===== config.mk =====
export PLATFORM = sky130hd
export DESIGN_NAME = fetch_stage
export DESIGN_NICKNAME = d
export VERILOG_FILES = /design/src/rtl/cpu_pkg.sv /design/src/rtl/sat_counter.sv /design/src/rtl/fetch_stage.sv
export SDC_FILE = /design/constraint.sdc
export NUM_CORES = 1
export LEC_CHECK = 0
export ABC_AREA = 1
export BUFFER_PORTS_ARGS = -buffer_cell sky130_fd_sc_hd__buf_2
export CORE_UTILIZATION = 55
export CTS_BUF_LIST = sky130_fd_sc_hd__clkbuf_8
export CTS_CLUSTER_SIZE = 20
export DETAILED_ROUTE_END_ITERATION = 16
export HOLD_SLACK_MARGIN = 0.1
export PLACE_DENSITY = 0.89
export SETUP_SLACK_MARGIN = 0.5
export SYNTH_ARGS = -nofsm -noshare
export SYNTH_HDL_FRONTEND = slang
export SYNTH_SLANG_ARGS = --single-unit

===== constraint.sdc =====
create_clock -name clk -period 5.1 [get_ports clk]
set_input_delay 0.255 -clock clk [delete_from_list [all_inputs] [get_ports clk]]
set_output_delay 0.255 -clock clk [all_outputs]
set_load 0.1 [all_outputs]

===== src/rtl/cpu_pkg.sv =====
// Shared CPU definitions: datapath widths, the architectural NOP encoding,
// and the IF/ID register layout that the ID stage reuses.
package cpu_pkg;

  localparam int XLEN    = 64;
  localparam int INSTR_W = 32;

  // Architectural NOP, used for IF/ID bubbles.
  localparam logic [INSTR_W-1:0] NOP_INSTR = 32'hD503201F;

  typedef struct packed {
    logic [INSTR_W-1:0] instr;
    logic [XLEN-1:0]    pc;
    logic               valid;
  } if_id_t;

endpackage


===== src/rtl/sat_counter.sv =====
// Saturating up-counter with synchronous active-low clear.
// Sticks at all-ones once reached and never wraps.
module sat_counter #(
  parameter int W = 32
) (
  input  logic         clk,
  input  logic         reset,
  input  logic         inc,
  output logic [W-1:0] count
);

  // Clear has priority; otherwise count up by one until all-ones.
  always_ff @(posedge clk) begin
    if (!reset)
      count <= '0;
    else if (inc && (count != {W{1'b1}}))
      count <= count + {{(W-1){1'b0}}, 1'b1};
  end

endmodule


===== src/rtl/fetch_stage.sv =====
// IF stage: owns the PC, drives instruction memory, and holds the IF/ID
// register. Priority on every edge is reset > redirect > stall > normal.
// A redirect replaces the in-flight fetch with a single bubble.
module fetch_stage #(
  parameter logic [cpu_pkg::XLEN-1:0]    RESET_PC  = 64'h0,
  parameter logic [cpu_pkg::INSTR_W-1:0] NOP_INSTR = cpu_pkg::NOP_INSTR,
  parameter int                          CNT_W     = 32
) (
  input  logic                          clk,
  input  logic                          reset,
  input  logic                          stall,
  input  logic                          redirect_valid,
  input  logic [cpu_pkg::XLEN-1:0]      redirect_pc,
  output logic [cpu_pkg::XLEN-1:0]      imem_addr,
  input  logic [cpu_pkg::INSTR_W-1:0]   imem_instr,
  output logic [cpu_pkg::INSTR_W-1:0]   if_id_instr,
  output logic [cpu_pkg::XLEN-1:0]      if_id_pc,
  output logic                          if_id_valid,
  output logic [CNT_W-1:0]              stall_cnt,
  output logic [CNT_W-1:0]              redirect_cnt
);

  import cpu_pkg::*;

  logic [XLEN-1:0] pc;
  logic [XLEN-1:0] pc_seq;
  logic [XLEN-1:0] redirect_tgt;
  if_id_t          if_id;

  // Sequential next PC; wraps naturally modulo 2^64.
  assign pc_seq       = pc + 64'd4;
  // Redirect targets are forced word-aligned.
  assign redirect_tgt = redirect_pc & ~64'h3;

  assign imem_addr   = pc;
  assign if_id_instr = if_id.instr;
  assign if_id_pc    = if_id.pc;
  assign if_id_valid = if_id.valid;

  // PC and IF/ID register update. A stall holds everything, so an unknown
  // imem_instr is only ever captured on a normal edge.
  always_ff @(posedge clk) begin
    if (!reset) begin
      pc    <= RESET_PC;
      if_id <= '{instr: NOP_INSTR, pc: '0, valid: 1'b0};
    end else if (redirect_valid) begin
      pc    <= redirect_tgt;
      if_id <= '{instr: NOP_INSTR, pc: '0, valid: 1'b0};
    end else if (!stall) begin
      pc    <= pc_seq;
      if_id <= '{instr: imem_instr, pc: pc, valid: 1'b1};
    end
  end

  // A stall that coincides with a redirect is not a held cycle, so it
  // is not counted.
  sat_counter #(.W(CNT_W)) u_stall_cnt (
    .clk   (clk),
    .reset (reset),
    .inc   (stall & ~redirect_valid),
    .count (stall_cnt)
  );

  sat_counter #(.W(CNT_W)) u_redirect_cnt (
    .clk   (clk),
    .reset (reset),
    .inc   (redirect_valid),
    .count (redirect_cnt)
  );

endmodule

==> flow_metrics.py <==
metrics = {
    "detailed_routing": {
        "avgRoutedWirePerCell_um": 16.8,
        "ant_nets": 0,
        "wl_mm": 43.0,
        "num_vias": 14100,
        "via_per_inst": 5.51,
        "first_pass_iters": 7,
        "dr.first_iter.drc_count": 1206,
        "drcViolationCount": 0,
    },
    "cells_and_area": {
        "n_antenna_cell": 0,
        "final_util_pct": 72.6,
        "drive_gt1_share_pct": 19.7,
        "fillers": 1732,
        "syn2layout_area_growth_pct": 29.3,
        "fin_nets": 2351,
    },
    "global_routing": {
        "grt_start_max_net_pins": 115,
        "met3_usage_pct": 8.65,
        "grt_busiest_layer": "met2",
        "overflow": 0,
        "antenna_found_initial": 0,
        "met1_usage_pct": 48.1,
        "grt_usage_pct": 38.2,
        "grt_pass1_vias": 12900,
        "grt_use_met2_pct": 61.4,
        "grt_pass1_wl_mm": 67.2,
    },
    "min_path": {
        "min-delay-start": "redirect_pc[35]",
        "hold_class": "in2reg",
    },
    "yosys": {
        "synth_top_family_by_area": "simple AND/OR/NAND/NOR gates",
        "synth_mux_area_share_pct": 0,
        "syn_avg_cell_area_um2": 6.32,
        "netlist_area_um2": 11800,
        "yosysTopAreaCellShare_pct": 37.4,
        "yosysSeqAreaShare_pct": 37.4,
        "synth-edff-count": 0,
        "synthTopCellsByCount": "610 x nand2_1, 221 x dfxtp_1, 207 x nor2_1",
        "postSynthCellCount": 1871,
        "synth-xor-area-share_pct": 2.96,
        "yosys_warnings": 0,
        "yosys.area_share.simple_pct": 36.0,
        "yosysTopAreaCell": "dfxtp_1",
        "ys_async_sr_fraction_pct": 0,
        "post-synth-top-count-cell": "nand2_1",
        "synthTopCellsByArea": "dfxtp_1 37%, nand2_1 19%, a21oi_1 7.1%, nor2_1 6.6%, inv_1 5.7%",
        "yosys.cell_types.count": 37,
        "synth_seq_cells": 221,
        "synthFlopType": "dfxtp_1",
        "synthAdderAreaFrac_pct": 0.317,
        "synth_compound_area_share_pct": 14.2,
    },
    "power_and_ir_drop": {
        "power_density_nw_per_um2": 305,
        "ir_drop_mv": 0.213,
        "power.total_mw": 4.67,
        "leakage_nw": 6.64,
    },
    "setup_path": {
        "path_max_fanout": 6,
        "critical_path_required_ps": 5470,
        "worstReg2RegStart": "imem_addr[28]$_SDFFE_PN0N_",
        "end_kind": "flip-flop",
        "start_kind": "flip-flop",
        "crit_arrival_ps": 2910,
        "crit_type": "reg2reg",
        "cp-startpoint": "imem_addr[28]$_SDFFE_PN0N_",
    },
    "sta": {
        "fin_hold_ws_ps": 121,
        "finalCriticalPeriod_ps": 2540,
        "slew_viol_final": 0,
        "worst_slew_pin_slew_ps": 1250,
        "fmax_mhz": 394,
        "slew_headroom_pct": 16.4,
        "final.period_utilization_pct": 49.8,
        "hold_viol_final": 0,
        "setup_viol": 0,
        "skew_ps": 36.2,
        "fin_tns_setup_ps": 0,
        "rsz0062_at_grt": "no",
    },
    "clocking": {
        "tritoncts": "built",
        "postCtsSetupRepairBufs": 0,
        "cts.sinks": 221,
        "htreeDepth": 2,
        "clock_latency_ps": 550,
        "numCtsBuffers": 40,
        "cts-root-buf": "clkbuf_8",
        "cts.clk_slew.worst_paths_ps": 70,
        "cts.path.max_buffers": 3,
    },
    "placement": {
        "portBuffers": 318,
        "place_hpwl_mm": 28.8,
        "gp_congestion": 1.00,
    },
    "floorplanning": {
        "io_pins": 325,
        "dieArea_um2": 22100,
        "die_w_um": 149,
        "start_util_pct": 56.1,
        "core_um2": 21100,
        "std_cell_rows": 53,
        "die_h_um": 149,
    },
    "run": {
        "drv_cap": 0,
    },
    "status": {
        "status": "finished, final reports clean",
    },
}
-- per-stage QoR --
| stage | std cells | worst slack [ps] | area, µm² |
|---|---|---|---|
| after floorplan | 1874 | 2630 | 11800 |
| after global placement | 2396 | 2390 | 13500 |
| after detailed placement | 2396 | 2310 | 13500 |
| after CTS | 2555 | 2700 | 15300 |
| after global routing | 2555 | 2440 | 15300 |
| final | 2555 | 2560 | 15300 |
-- kinds of logic after synthesis --
logic type / Yosys count
other cells: 1
compound gates: 319
buf+inv: 267
fa+ha+maj: 3
xor+xnor: 40
flops: 221
simple gates: 1020
-- report_power, final --
group / internal [mW] / total (mW) / switching [mW]
Combinational: 0.172 / 0.835 / 0.663
Clock: 1.20 / 1.99 / 0.790
Sequential: 1.78 / 1.85 / 0.0662
Total: 3.15 / 4.67 / 1.52
-- per-layer routing --
metal / vias up / share of wire, %
li1: 6699 / -
met1: 6441 / 41
met5: - / 0
met4: 0 / 4.7
met3: 160 / 9.4
met2: 789 / 45
-- final timing paths --
check / end / slack, ps / cells past startpoint
max: imem_addr[40]$_SDFFE_PN0N_ / 2560 / 7
min: imem_addr[35]$_SDFFE_PN0N_ / 120 / 5
max reg2reg: imem_addr[40]$_SDFFE_PN0N_ / 2560 / 7
min reg2reg: if_id_pc[8]$_SDFFE_PP0N_ / 460 / 2
-- cell type report --
class                      count  area [µm²]  area share (%)
inverter                     189         713            4.66
multi-input combinational   1386        6360            41.5
clock inverter                17         184            1.20
timing repair buffer         410        2490            16.3
tap                          275         344            2.25
clock buffer                  57         785            5.13
sequential                   221        4420            28.9
-- critical path: stages (launching register included) --
cell and delay, ps:
dfxtp_1 410, nand2_1 130, nor2_1 240, nand2_1 140, nor3_1 940, nand4_1 250, nand3_1 190, a21oi_1 70
-- flip-flops by register name, summed over array words and instances (netlist names) --
name,flops
if_id_valid,1
u_redirect_cnt.count,32
imem_addr,62
u_stall_cnt.count,32
if_id_pc,62
if_id_instr,32
-- what timing repair did --
item / in CTS / in global routing
resized for setup: 0 / 0
endpoints found under the hold margin: 85 / 0
hold buffers: 85 / 0
-- cells in the final DEF, fill, tap and decap left out, types with 6 or more instances in the layout --
master / Yosys / layout
nand2_1: 610 / 610
buf_2: 11 / 318
dfxtp_1: 221 / 221
nor2_1: 207 / 205
inv_1: 180 / 186
a21oi_1: 167 / 167
o21ai_0: 115 / 115
nand3_1: 114 / 114
dlygate4sd3_1: 0 / 85
clkbuf_8: 0 / 57
xor2_1: 33 / 33
nor3_1: 28 / 28
nand4_1: 14 / 14
nor2_2: 11 / 11
nand3b_1: 11 / 11
a31oi_1: 11 / 11
a21oi_2: 11 / 11
nor2_4: 7 / 9
inv_2: 8 / 7
xnor2_1: 7 / 7
buf_4: 5 / 7
nand2_2: 6 / 6
o21ai_1: 6 / 6
Power figures use the tool's default switching activity.
